**config.mk**
```make
export PLATFORM = sky130hd
export DESIGN_NAME = iic_master
export DESIGN_NICKNAME = d
export VERILOG_FILES = /design/src/rtl/iic_master.sv
export SDC_FILE = /design/constraint.sdc
export NUM_CORES = 1
export LEC_CHECK = 0
export CAP_MARGIN = 5
export CORE_UTILIZATION = 40
export DETAILED_ROUTE_END_ITERATION = 10
export PLACE_DENSITY = 0.57
export SLEW_MARGIN = 20
export SYNTH_ARGS = -nofsm -noshare
export SYNTH_HDL_FRONTEND = slang
export SYNTH_SLANG_ARGS = --single-unit
```
**constraint.sdc**
```tcl
create_clock -name clock -period 3.6 [get_ports clock]
set_clock_uncertainty 0.05 [all_clocks]
set_input_delay 0.72 -clock clock [delete_from_list [all_inputs] [get_ports clock]]
set_output_delay 0.72 -clock clock [all_outputs]
set_load 0.05 [all_outputs]
```
**src/rtl/iic_master.sv**
```systemverilog
// I2C master byte engine: START/repeated START/STOP plus one byte per command, open-drain SDA.
// Define IIC_CLK_STRETCH_EN to let a slave stretch SCL by holding scl_in low.
module iic_master #(
    parameter int CLK_DIV = 4,
    parameter int CNT_W   = 16
) (
    input  logic       clock,
    input  logic       reset,
    input  logic       start,
    input  logic       restart,
    input  logic       stop,
    input  logic       rw,
    input  logic       ack_out,
    input  logic [7:0] din,
    output logic [7:0] dout,
    output logic       busy,
    output logic       sending,
    output logic       held,
    output logic       done,
    output logic       ack_err,
    output logic       sck,
    output logic       sda_pull,
    input  logic       sda_in,
    input  logic       scl_in,
    output logic [3:0] state_dbg
);

    typedef enum logic [3:0] {
        ST_IDLE    = 4'd0,
        ST_START_A = 4'd1,
        ST_START_B = 4'd2,
        ST_BIT     = 4'd3,
        ST_HOLD    = 4'd4,
        ST_RS_A    = 4'd5,
        ST_STOP_A  = 4'd6,
        ST_STOP_B  = 4'd7,
        ST_STOP_C  = 4'd8
    } state_t;

    localparam logic [CNT_W-1:0] CNT_LAST = CNT_W'(CLK_DIV - 1);
    localparam logic [CNT_W-1:0] CNT_ONE  = CNT_W'(1);

    state_t           state_q, state_d;
    logic [CNT_W-1:0] cnt_q, cnt_d;
    logic [1:0]       qtr_q, qtr_d;
    logic [3:0]       bit_q, bit_d;
    logic [7:0]       shreg_q, shreg_d;
    logic [7:0]       dout_q, dout_d;
    logic             rw_q, rw_d;
    logic             ack_out_q, ack_out_d;
    logic             ack_bit_q, ack_bit_d;
    logic             sck_q, sck_d;
    logic             sda_pull_q, sda_pull_d;
    logic             busy_q, busy_d;
    logic             sending_q, sending_d;
    logic             held_q, held_d;
    logic             done_q, done_d;
    logic             ack_err_q, ack_err_d;
    logic             stall;
    logic             tick;

`ifdef IIC_CLK_STRETCH_EN
    // A slave holding SCL low while we release it freezes the quarter timer.
    assign stall = sck_q & ~scl_in;
`else
    logic unused_scl_in;
    assign unused_scl_in = scl_in;
    assign stall         = 1'b0;
`endif

    always_comb begin
        cnt_d = cnt_q;
        tick  = 1'b0;
        if (busy_q && !stall) begin
            if (cnt_q == CNT_LAST) begin
                cnt_d = '0;
                tick  = 1'b1;
            end else begin
                cnt_d = cnt_q + CNT_ONE;
            end
        end
    end

    // Commands are single-cycle pulses taken only while busy is low: start in IDLE,
    // stop > restart > start in HOLD; anything else is dropped without effect.
    always_comb begin
        state_d    = state_q;
        qtr_d      = qtr_q;
        bit_d      = bit_q;
        shreg_d    = shreg_q;
        dout_d     = dout_q;
        rw_d       = rw_q;
        ack_out_d  = ack_out_q;
        ack_bit_d  = ack_bit_q;
        sck_d      = sck_q;
        sda_pull_d = sda_pull_q;
        busy_d     = busy_q;
        sending_d  = sending_q;
        held_d     = held_q;
        done_d     = 1'b0;
        ack_err_d  = ack_err_q;
        unique case (state_q)
            ST_IDLE: begin
                if (start) begin
                    state_d    = ST_START_A;
                    rw_d       = rw;
                    ack_out_d  = ack_out;
                    shreg_d    = din;
                    busy_d     = 1'b1;
                    ack_err_d  = 1'b0;
                    sck_d      = 1'b1;
                    sda_pull_d = 1'b0;
                end
            end
            ST_HOLD: begin
                if (stop) begin
                    state_d    = ST_STOP_A;
                    busy_d     = 1'b1;
                    held_d     = 1'b0;
                    ack_err_d  = 1'b0;
                    sck_d      = 1'b0;
                    sda_pull_d = 1'b1;
                end else if (restart) begin
                    state_d    = ST_RS_A;
                    rw_d       = rw;
                    ack_out_d  = ack_out;
                    shreg_d    = din;
                    busy_d     = 1'b1;
                    held_d     = 1'b0;
                    ack_err_d  = 1'b0;
                    sck_d      = 1'b0;
                    sda_pull_d = 1'b0;
                end else if (start) begin
                    state_d    = ST_BIT;
                    bit_d      = 4'd0;
                    qtr_d      = 2'd0;
                    rw_d       = rw;
                    ack_out_d  = ack_out;
                    shreg_d    = din;
                    busy_d     = 1'b1;
                    held_d     = 1'b0;
                    ack_err_d  = 1'b0;
                    sending_d  = 1'b1;
                    sck_d      = 1'b0;
                    sda_pull_d = ~rw & ~din[7];
                end
            end
            ST_RS_A: begin
                if (tick) begin
                    state_d    = ST_START_A;
                    sck_d      = 1'b1;
                    sda_pull_d = 1'b0;
                end
            end
            ST_START_A: begin
                if (tick) begin
                    state_d    = ST_START_B;
                    sda_pull_d = 1'b1;
                end
            end
            ST_START_B: begin
                if (tick) begin
                    state_d    = ST_BIT;
                    bit_d      = 4'd0;
                    qtr_d      = 2'd0;
                    sending_d  = 1'b1;
                    sck_d      = 1'b0;
                    sda_pull_d = ~rw_q & ~shreg_q[7];
                end
            end
            ST_BIT: begin
                if (tick) begin
                    unique case (qtr_q)
                        2'd0: qtr_d = 2'd1;
                        2'd1: begin
                            qtr_d = 2'd2;
                            sck_d = 1'b1;
                        end
                        2'd2: begin
                            qtr_d = 2'd3;
                            if (bit_q == 4'd8) ack_bit_d = sda_in;
                            else               dout_d    = {dout_q[6:0], sda_in};
                        end
                        default: begin
                            qtr_d = 2'd0;
                            sck_d = 1'b0;
                            if (bit_q == 4'd8) begin
                                state_d   = ST_HOLD;
                                bit_d     = 4'd0;
                                busy_d    = 1'b0;
                                sending_d = 1'b0;
                                held_d    = 1'b1;
                                done_d    = 1'b1;
                                ack_err_d = ~rw_q & ack_bit_q;
                            end else begin
                                bit_d   = bit_q + 4'd1;
                                shreg_d = {shreg_q[6:0], 1'b0};
                                // Slot 8 is the ACK: released on write, ack_out level on read.
                                if (bit_q == 4'd7) sda_pull_d = rw_q & ~ack_out_q;
                                else               sda_pull_d = ~rw_q & ~shreg_q[6];
                            end
                        end
                    endcase
                end
            end
            ST_STOP_A: begin
                if (tick) begin
                    state_d = ST_STOP_B;
                    sck_d   = 1'b1;
                end
            end
            ST_STOP_B: begin
                if (tick) begin
                    state_d    = ST_STOP_C;
                    sda_pull_d = 1'b0;
                end
            end
            ST_STOP_C: begin
                if (tick) begin
                    state_d = ST_IDLE;
                    busy_d  = 1'b0;
                end
            end
            default: state_d = ST_IDLE;
        endcase
    end

    always_ff @(posedge clock) begin
        if (reset) begin
            state_q    <= ST_IDLE;
            cnt_q      <= '0;
            qtr_q      <= 2'd0;
            bit_q      <= 4'd0;
            shreg_q    <= 8'd0;
            dout_q     <= 8'd0;
            rw_q       <= 1'b0;
            ack_out_q  <= 1'b0;
            ack_bit_q  <= 1'b0;
            sck_q      <= 1'b1;
            sda_pull_q <= 1'b0;
            busy_q     <= 1'b0;
            sending_q  <= 1'b0;
            held_q     <= 1'b0;
            done_q     <= 1'b0;
            ack_err_q  <= 1'b0;
        end else begin
            state_q    <= state_d;
            cnt_q      <= cnt_d;
            qtr_q      <= qtr_d;
            bit_q      <= bit_d;
            shreg_q    <= shreg_d;
            dout_q     <= dout_d;
            rw_q       <= rw_d;
            ack_out_q  <= ack_out_d;
            ack_bit_q  <= ack_bit_d;
            sck_q      <= sck_d;
            sda_pull_q <= sda_pull_d;
            busy_q     <= busy_d;
            sending_q  <= sending_d;
            held_q     <= held_d;
            done_q     <= done_d;
            ack_err_q  <= ack_err_d;
        end
    end

    assign dout      = dout_q;
    assign busy      = busy_q;
    assign sending   = sending_q;
    assign held      = held_q;
    assign done      = done_q;
    assign ack_err   = ack_err_q;
    assign sck       = sck_q;
    assign sda_pull  = sda_pull_q;
    assign state_dbg = state_q;

endmodule

```
Word-level counts from Yosys, hierarchy flattened
Index checks and enable logic that the tools add are counted.

Output and inout bits: 19. Register bits after elaboration: 52. Input bits: 17.

Reduce and logical (&&, ||, !) cells: 27. Eq/ne operators: 31. Multiplexer cells: 86. Add/subtract/negate cells: 2. Bitwise logic cells: 14.

Operators with widths (number): $mux 4 (19); $mux 8 (6); $mux 1 (41); $pmux 4 s9 (1); $ne 2x2->1 const B (15); $pmux 8 s3 (1); $eq 4x3->1 const B (5); $add 16x1->16 const B (1); $eq 16x2->1 const B (1); $mux 16 (1); $reduce_and 5->1 (3); $reduce_and 7->1 (2); $pmux 2 s3 (2); $pmux 4 s3 (1); $reduce_and 4->1 (3); $reduce_and 11->1 (1); $mux 2 (5); $not 1->1 (9); $reduce_and 9->1 (1); $eq 4x2->1 const B (2); $eq 4x4->1 const B (2); $pmux 1 s2 (4); $reduce_and 8->1 (1); $pmux 1 s3 (2); other kinds (22) (31).

Depth between registers and ports, before layout
Depth after elaboration: 7. Gate-level depth with buffers: 7. Mapped depth without buffers: 7.

Least setup slack after synthesis
No wires, ideal clock.

Path kind: reg2reg. Start point: register busy_q, in the netlist busy. End point: register qtr_q[0]. Required time: 3.480 ns. Period minus slack after synthesis: 2.187 ns. Arrival time: 2.066 ns. Stages on the path, launching flop included: 8. Buffers on the path: 2. Setup slack: 1.413 ns. Library setup time: 0.070 ns. Path through: dfxtp_1 -> buf_2 -> and4bb_1 -> and4_1 -> buf_6 -> a21oi_2 -> or4_1 -> a21oi_1.

Word-level cells in the longest chain between the ends: 3. Elaborated cells between the ends (all ways): 4. Those cells by class: 2 x eq/ne; 1 x mux; 1 x reduce/logical.

RTL lines: from (decl) (line 54) `logic busy_q, busy_d;`; from (signal assigned) (line 258) `busy_q <= busy_d;`; $mux 1 (*) (line 74) `if (busy_q && !stall) begin`; $ne 2x2->1 (no line); $reduce_and 6->1 (no line) (*); to (signal assigned) (line 249) `qtr_q <= qtr_d;`; to (decl) (line 45) `logic [1:0] qtr_q, qtr_d;`.

Mark *: on every way between the ends. The rest lies on a longest branch, timed or not. A chain may end at the register's enable or synchronous reset.

Final worst setup path
Start point: register state_q[0], in the netlist state_dbg[0]. End point: output port state_dbg[0].

RTL lines: from (decl) (line 43) `state_t state_q, state_d;`; from (signal assigned) (line 247) `state_q <= state_d;`; to (decl) (line 25) `output logic [3:0] state_dbg`.

No word-level cell between the ends.

==> impl_results.md <==
- Max stage delay on crit path: 940 ps
- CP Class: flop to output port
- Max Freq: 353 MHz
- EDFF count, synth: 0
- Hold Slack: 413 ps
- DRC: 0
- Asr flop ratio synth: 0%
- Crit path max-delay family: buffers and inverters
- Warnings, synthesis: 0
- Area after DPL: 3140 um^2
- Post-synthesis register bit count: 52
- Routability Congestion: 0.774
- CP Buf/Inv Count: 1
- Total Power: 1.71 mW
- Synth Instances: 315
- Worst-skew pair later-pin latency: 300 ps
- Post-CTS setup buffers: 0
- Main synth FF type: dfxtp_1
- Vias in the first global route: 2169
- Cell Rows: 29
- Max-slew violation count: 0
- Final Hold Viols: 0
- TritonCTS clock tree: built
- Post-Route WL: 6480 um
- P&R area growth vs syn: 17.7%
- VDD IR max: 371 uV
- Synth Area in XOR/XNOR: 5.37%
- Mux cell area share after synthesis: 5.05%
- Clock-pin slew on the worst setup and hold paths: 90 ps
- Largest net degree at the start of global routing: 32
- Largest family of logic cells by synthesized area: simple AND/OR/NAND/NOR gates
- Post-route setup TNS: 0 ps
- Synth Area in Compound Gates: 17.7%
- Simple-gate share of the synthesized area: 26.4%
- Max clock buf depth: 2
- WL/cell: 15.5 um
- Layout Utilization: 50.0%
- Gr ovfl total: 0
- CP Max Fanout: 22
- Syn Area/Cell: 8.81 um^2
- Die X: 85.3 um
- Worst-margin pin slew: 752 ps
- Worst Path Arrival: 2060 ps
- Total global routing track utilization: 19.0%
- Hold Buf Count CTS: 0
- Mapped cell area: 2780 um^2
- Clock Sinks: 52
- Power density cells: 522 nW/um^2
- FILL cells: 649
- Root buffer cell: clkbuf_8
- Post-route ant nets: 0
- Core area: 6530 um^2
- First-pass GRT wire length: 11100 um
- Final setup violation count: 0
- Critical path, cell by cell: clkdlybuf4s50_1
- H-tree levels: 2
- Int Pwr: 1.10 mW
- Final Instance Area: 3270 um^2
- Unrepaired setup endpoints after global routing: no
- Slowest CP cell: clkdlybuf4s50_1
- Share of layout cells above drive strength 1: 7.33%
- Synth Area in Adders: 3.16%
- I/O pins: 36
- Most common cell after layout, fill and taps aside: dfxtp_1
- PostCTS Resize Cnt: 0
- Area of the die: 7280 um^2
- Worst setup EP type: output port
- Antenna violations before repair: 0
- Crit share post-route: 78.6%
- Die Ht: 85.3 um
- Net Sw Power: 0.602 mW
- Fin crit period: 2830 ps
- Synth unique cells: 63
- Clk pwr share: 25.4%
- Number of port buffers: 34
- Initial Utilization: 42.5%
- Status: complete, no violations
- Comb pwr share: 31.4%
- Max-cap violations: 0
- Most frequent cells in the layout: dfxtp_1 (52), nor2_1 (37), clkdlybuf4s50_1 (34)
- Nets: 364
- Relative slew slack: 49.8%
- Detailed Routing Iterations Pass 1: 4
- Flop pwr share: 43.2%
- Vias/cell: 5.64
- LEAKAGE: 1.26 nW
- Sequential area share after synthesis: 37.5%
- Post-Syn Nets: 339
- Startpoint Class: flop
- Total CTS buffers: 5
- DRT iter0 DRCs: 152
- Post-DP HPWL: 4360 um
- Total number of vias: 2357
- CP required: 2830 ps
- Sw Ratio: 35.3%
- Worst hold path class: flop to flop
- Number of antenna diodes: 0
registers in the layout (all words and copies together), names as in the netlist:
| register | count |
|---|---|
| held | 1 |
| ack_out_q | 1 |
| ack_bit_q | 1 |
| bit_q | 4 |
| rw_q | 1 |
| shreg_q | 8 |
| sending | 1 |
| busy | 1 |
| state_dbg | 4 |
| done | 1 |
| cnt_q | 16 |
| qtr_q | 2 |
| ack_err | 1 |
| sck | 1 |
| sda_pull | 1 |
| dout | 8 |
layer usage:
metal,wire length [um],share of wire [%],up-vias,global-route usage (%)
li1,-,-,1195,-
met1,3470,54,1121,28.0
met2,2730,42,37,28.4
met3,216,3.3,4,3.40
met4,55,0.85,0,5.00
met5,0,0,-,0
area by class of cell:
class | count | area (um^2) | area share, %
timing repair buffer | 37 | 363 | 11.1
clock buffer | 7 | 96.3 | 2.95
sequential | 52 | 1040 | 31.9
tap | 77 | 96.3 | 2.95
inverter | 9 | 33.8 | 1.03
multi-input combinational | 235 | 1610 | 49.2
clock inverter | 1 | 30.0 | 0.919
stage by stage:
step | worst slack (ps) | instances
CTS | 753 | 418
finish | 771 | 418
detailed placement | 864 | 410
global placement | 864 | 410
global route | 677 | 418
floorplan | 1410 | 315
Yosys cell counts (4+ instances only):
cell	count	area share [%]
a21oi_1	20	3.6
a22o_1	12	3.8
and3_1	5	1.1
and4_1	6	1.9
buf_2	5	0.90
clkbuf_1	9	1.2
dfxtp_1	52	38
ha_1	7	3.2
inv_1	8	1.1
mux2i_1	14	5.0
nand2_1	19	2.6
nand2b_1	4	0.90
nand3_1	9	1.6
nand4_1	7	1.6
nor2_1	37	5.0
nor2b_1	6	1.4
nor3_1	7	1.3
o21ai_0	12	2.2
xnor2_1	4	1.3
xor2_1	13	4.1
final timing paths:
check | cells past startpoint | slack, ps | to | startpoint
worst max-delay path | 1 | 770 | state_dbg[0] | state_dbg[0]$_SDFFE_PP0P_
worst min-delay path | 2 | 410 | sda_pull$_SDFFE_PP0P_ | sda_pull$_SDFFE_PP0P_
worst max register to register | 5 | 1140 | state_dbg[1]$_SDFFE_PP0P_ | state_dbg[0]$_SDFFE_PP0P_
worst min register to register | 2 | 410 | sda_pull$_SDFFE_PP0P_ | sda_pull$_SDFFE_PP0P_
power groups by stage:
stage          clock (mW)  sequential [mW]  combinational, mW
2_1_floorplan           0            0.761              0.387
3_3_place_gp            0            0.750              0.529
3_5_place_dp            0            0.751              0.532
4_1_cts             0.451            0.737              0.536
5_1_grt             0.468            0.751              0.590
6_report            0.432            0.738              0.535
kinds of logic after synthesis:
family | after synthesis
simple gates | 126
mux | 14
buf+inv | 28
compound gates | 71
fa+ha+maj | 7
flops | 52
xor+xnor | 17
(Power assumes the default switching activity.)
